**src/rtl/msrv32_pkg.sv**
```systemverilog
// Shared constants for the msrv32 integer register file and its read ports.
package msrv32_pkg;
  localparam int XLEN       = 32;
  localparam int REG_ADDR_W = 5;
  localparam int NREGS      = 32;
  localparam logic [REG_ADDR_W-1:0] X0_ADDR = 5'd0;
endpackage

```
**src/rtl/msrv32_rf_read_port.sv**
```systemverilog
// One combinational register-file read port: x0 zeroing, reset gating,
// write-back bypass and array mux.
module msrv32_rf_read_port
  import msrv32_pkg::*;
#(
  parameter int P_XLEN  = XLEN,
  parameter int P_NREGS = NREGS
) (
  input  logic                      rst,
  input  logic [REG_ADDR_W-1:0]     addr,
  input  logic                      wr_en,
  input  logic [REG_ADDR_W-1:0]     wr_addr,
  input  logic [P_XLEN-1:0]         wr_data,
  input  logic [P_NREGS*P_XLEN-1:0] regs_flat,
  output logic [P_XLEN-1:0]         data
);

  // Priority: reset and x0 force zero, then the in-flight write wins over storage.
  always_comb begin
    data = '0;
    if (rst || addr == X0_ADDR || int'(addr) >= P_NREGS) begin
      data = '0;
    end else if (wr_en && wr_addr == addr) begin
      data = wr_data;
    end else begin
      data = regs_flat[int'(addr)*P_XLEN +: P_XLEN];
    end
  end

endmodule

```
**src/rtl/msrv32_integer_file.sv**
```systemverilog
// RV32 integer register file: x1..x(NREGS-1) storage, two bypassed read ports,
// and a 16-bit count of committed writes since reset.
module msrv32_integer_file
  import msrv32_pkg::*;
#(
  parameter int XLEN  = msrv32_pkg::XLEN,
  parameter int NREGS = msrv32_pkg::NREGS
) (
  input  logic                  ms_riscv32_mp_clk_in,
  input  logic                  ms_riscv32_mp_rst_in,
  input  logic [REG_ADDR_W-1:0] rs_1_addr_in,
  input  logic [REG_ADDR_W-1:0] rs_2_addr_in,
  input  logic [REG_ADDR_W-1:0] rd_addr_in,
  input  logic                  wr_en_in,
  input  logic [XLEN-1:0]       rd_in,
  output logic [XLEN-1:0]       rs_1_out,
  output logic [XLEN-1:0]       rs_2_out,
  output logic [15:0]           rf_wr_count_out
);

  logic [XLEN-1:0]       regs [1:NREGS-1];
  logic [NREGS*XLEN-1:0] regs_flat;
  logic [15:0]           wr_count;
  logic                  wr_commit;

  // Writes to x0 or past the last register are dropped and not counted.
  assign wr_commit = wr_en_in && (rd_addr_in != X0_ADDR) && (int'(rd_addr_in) < NREGS);

  always_ff @(posedge ms_riscv32_mp_clk_in) begin
    if (ms_riscv32_mp_rst_in) begin
      for (int i = 1; i < NREGS; i++) begin
        regs[i] <= '0;
      end
      wr_count <= '0;
    end else if (wr_commit) begin
      regs[rd_addr_in] <= rd_in;
      wr_count         <= wr_count + 16'd1;
    end
  end

  // Slot 0 is a constant zero so the flat view lines up with register indices.
  always_comb begin
    regs_flat = '0;
    for (int i = 1; i < NREGS; i++) begin
      regs_flat[i*XLEN +: XLEN] = regs[i];
    end
  end

  assign rf_wr_count_out = wr_count;

  msrv32_rf_read_port #(.P_XLEN(XLEN), .P_NREGS(NREGS)) u_read_port_1 (
    .rst       (ms_riscv32_mp_rst_in),
    .addr      (rs_1_addr_in),
    .wr_en     (wr_en_in),
    .wr_addr   (rd_addr_in),
    .wr_data   (rd_in),
    .regs_flat (regs_flat),
    .data      (rs_1_out)
  );

  msrv32_rf_read_port #(.P_XLEN(XLEN), .P_NREGS(NREGS)) u_read_port_2 (
    .rst       (ms_riscv32_mp_rst_in),
    .addr      (rs_2_addr_in),
    .wr_en     (wr_en_in),
    .wr_addr   (rd_addr_in),
    .wr_data   (rd_in),
    .regs_flat (regs_flat),
    .data      (rs_2_out)
  );

endmodule

```
**config.mk**
```make
export PLATFORM = sky130hd
export DESIGN_NAME = msrv32_integer_file
export DESIGN_NICKNAME = d
export VERILOG_FILES = /design/src/rtl/msrv32_pkg.sv /design/src/rtl/msrv32_rf_read_port.sv /design/src/rtl/msrv32_integer_file.sv
export SDC_FILE = /design/constraint.sdc
export NUM_CORES = 2
export LEC_CHECK = 0
export CORE_MARGIN = 5
export CORE_UTILIZATION = 51
export CTS_CLUSTER_SIZE = 16
export DETAILED_ROUTE_END_ITERATION = 7
export PLACE_DENSITY = 0.68
export SYNTH_ARGS = -nofsm -noshare
export SYNTH_HDL_FRONTEND = slang
export SYNTH_SLANG_ARGS = --single-unit
export TNS_END_PERCENT = 50
```
**constraint.sdc**
```tcl
create_clock -name ms_riscv32_mp_clk_in -period 2.73 [get_ports ms_riscv32_mp_clk_in]
set_clock_uncertainty 0.1 [all_clocks]
set_input_delay 0.4095 -clock ms_riscv32_mp_clk_in [delete_from_list [all_inputs] [get_ports ms_riscv32_mp_clk_in]]
set_output_delay 0.4095 -clock ms_riscv32_mp_clk_in [all_outputs]
set_load 0.05 [all_outputs]
```
==> summary.txt <==
Power and ir drop
  – Total power: 39.6 mW
  – Lkg Pwr: ~25 nW
  – Pwr dens: around 570 nW/um2
  – Peak supply drop: 0.436 mV

Setup path
  – Critical path launch point type: flop
  – R2R Setup Slk: roughly 670 ps
  – Critical path endpoint category: output port
  – Critical-path cell list: mux2_4 -> a22oi_2 -> nor2_2 -> o311ai_4 -> a31oi_4 -> buf_12
  – Worst reg2reg path depth: 5
  – Worst setup path class: flop to output port
  – CP Data Arrival Time: 2570 ps
  – Worst-path fanout max: 2
  – WP data required: roughly 2200 ps
  – Reg2reg end: rf_wr_count_out[15]
  – Crit path largest cell delay: 570 ps
  – Reg2reg start: rf_wr_count_out[3]
  – Slowest stage cell on the critical path: o311ai_4

Drt
  – WL/cell: roughly 32 um
  – Drt pass-1 iters: 5
  – Routed Antenna Nets: 0
  – Detailed Route WL: between 150,000 and 200,000 um
  – Overall via count from detail_route: 38,700
  – Vias per inst: between 6 and 7
  – Drt drc: 0
  – DR iter-0 viols: ~5,500

Global routing
  – Vias in the first global route: 39,000
  – Pin count of the biggest net entering global routing: 33
  – Initial antenna violation count: 8
  – Gr usage total: ~33%
  – First-pass GRT wire length: 269,000 um
  – GRT overflow: 0

Synth
  – Syn Area/Cell: ~14 um2
  – Sequential element share of the synthesized area: between 50% and 60%
  – FF+latch count, synth: around 1,000
  – Asr flop ratio synth: 0%
  – Mapped Area: 54,700 um2
  – Distinct cells, synth: 55
  – Most used DFF post-synth: edfxtp_1
  – Synth Net Count: slightly above 4,000
  – Number of synthesized flops with an enable pin: between 900 and 1,000
  – Synth area leaders: edfxtp_1 (54%), mux4_2 (15%), and2_1 (11%)
  – Yosys top cell area share: 54.4%
  – Synth area leader: edfxtp_1
  – Syn Inst Count: a little under 4,000
  – Synth Warn #: 0

Flow run
  – MaxCap Viol Count: 0

Timing
  – Final Hold Vio Count: 0
  – Slew HR: around 54%
  – Fmax: ~320 MHz
  – Setup WS post-layout: -350 ps
  – Period utilisation layout: 113%
  – Worst slew pin tran: around 700 ps
  – Setup TNS: -10,230 ps
  – Unrepaired setup endpoints after global routing: true
  – Min Tclk post-route: 3080 ps
  – Final setup viols: between 60 and 70
  – Min Hold Slack: 257 ps
  – Slew Limit Fails: 0

Floorplanning
  – Num ports: 130
  – Die height: roughly 340 um
  – Die area: about 110,000 um2
  – Die Wd: 338 um
  – Initial Util: between 50% and 60%
  – Row cnt: 120
  – Core area: 107,000 um2

Status
  – Status: finished, violations left
  – Failing checks: setup timing

Cells and area
  – Post-Layout Cell Count: 5,876
  – Fraction of layout cells with a size suffix above 1: between 30% and 40%
  – Layout fillers: 7,388
  – Nets: about 4,400
  – Area grow syn2layout: 26.8%

Hold path
  – Hold_sp: ms_riscv32_mp_rst_in
  – WHS Endpoint: rf_wr_count_out[7]
  – Worst Hold Depth: 3
  – Hold Crit Class: input port to flop

CTS
  – Num Clock Sinks: between 1,000 and 1,500
  – Clock buffer depth: 3
  – CTS tree: done
  – H-tree depth: 3
  – Clk_lat worst skew: 690 ps
  – CTS buffer count: about 110
  – Clock transition at path regs: about 70 ps
  – Root buf cell: clkbuf_16

Placed design
  – Worst slack at placement: -647 ps
  – Final HPWL from detailed placement: ~130,000 um
  – RePlAce Congestion: 0.919
  – Buffers on Ports: 129
  – DP Cell Count: 5,627
[logic make-up (layout without fill, tap and decap cells)]
kind of cell	after synthesis	after routing	synth area share [%]
other cells	0	5	0
xor+xnor	23	23	0.368
flops	1008	1008	55.0
simple gates	1457	1457	15.3
mux	635	635	20.0
fa+ha+maj	1	1	0.0229
buf+inv	423	921	3.73
compound gates	423	423	5.55
[where the power goes]
group | internal [mW] | total [mW] | switching [mW] | leakage [nW]
logic | 3.07 | 6.58 | 3.52 | 13.5
registers | 17.8 | 18.3 | 0.438 | 9.57
clock network | 8.50 | 14.8 | 6.27 | 1.71
total | 29.4 | 39.6 | 10.2 | 24.8
[final cells by class]
class | count | area, um2 | share of cell area [%]
antenna | 5 | 12.5 | 0.0180
multi-input combinational | 2539 | 25100 | 36.2
sequential | 1008 | 30100 | 43.4
clock inverter | 73 | 756 | 1.09
tap | 1403 | 1760 | 2.53
timing repair buffer | 721 | 8830 | 12.7
inverter | 4 | 16.3 | 0.0235
clock buffer | 123 | 2740 | 3.95
[per-layer routing]
layer / global-route usage (%) / up-vias / wire [um]
met4: 12.4 / 0 / 7530
met2: 52.8 / 2669 / 90100
met1: 43.2 / 19600 / 68200
met3: 8.36 / 458 / 23000
li1: - / 15900 / -
met5: 0 / - / 0
[per-stage QoR]
stage | instance area (um2) | utilization [%]
floorplan | 55400 | -
global placement | 63300 | 59.3
detailed placement | 63300 | 59.3
CTS | 68500 | 64.1
global route | 69300 | 65.0
finish | 69400 | 65.0
[Yosys cell counts (all sizes together), types with 3 or more instances]
| cell | n |
|---|---|
| a211o | 33 |
| a21oi | 9 |
| a221o | 6 |
| a22o | 25 |
| a22oi | 31 |
| a31oi | 64 |
| and2 | 994 |
| and3 | 3 |
| buf | 135 |
| clkbuf | 284 |
| dfxtp | 16 |
| edfxtp | 992 |
| inv | 3 |
| mux2 | 64 |
| mux2i | 213 |
| mux4 | 358 |
| nand2 | 76 |
| nand2b | 8 |
| nand3 | 7 |
| nand3b | 7 |
| nand4 | 6 |
| nor2 | 238 |
| nor2b | 3 |
| nor3 | 3 |
| o21ai | 40 |
| o221ai | 58 |
| o22ai | 121 |
| o311ai | 32 |
| or2 | 35 |
| or3 | 36 |
| or4 | 33 |
| xnor2 | 3 |
| xor2 | 20 |
[critical path, delay by kind of cell, from the launching register on]
family | cells | cell delay (ps)
flops | 1 | 400
mux | 1 | 290
compound gates | 3 | 910
buf+inv | 1 | 190
simple gates | 1 | 70
[state kept, by name (all words and copies together), names as in the netlist]
signal / flops
rf_wr_count_out: 16
regs: 992
[how the worst max path moves through the flow]
stage	from	endpoint	slack (ps)	depth (start not counted)
detailed placement	rd_addr_in[2]	rs_1_out[18]	-650	9
CTS	regs[19][17]	rs_2_out[17]	-340	7
global placement	rd_addr_in[2]	rs_1_out[18]	-760	9
global route	regs[23][13]	rs_2_out[13]	-370	7
floorplan	rs_1_addr_in[1]	rs_1_out[10]	-190	8
finish	regs[1][11]	rs_2_out[11]	-350	6
[repair_timing]
item                       4_1_cts  5_1_grt
hold buffers                     0        0
setup buffers                    1       41
setup endpoints to repair       64       64
gates cloned                     6        3
pin swaps                       94       39
resized for setup              278       80
[placed cells by master (no fill, tap or decap), types with 34 or more instances in the layout]
master	count
buf_12	221
nor2_1	205
or2_2	34
clkbuf_16	111
o22ai_1	88
clkdlybuf4s50_1	49
and2_1	994
buf_4	391
o21ai_0	34
nand2_1	70
mux4_2	358
a31oi_4	59
o221ai_2	34
mux2i_1	201
edfxtp_1	992
mux2_2	63
(Power assumes the default switching activity.)
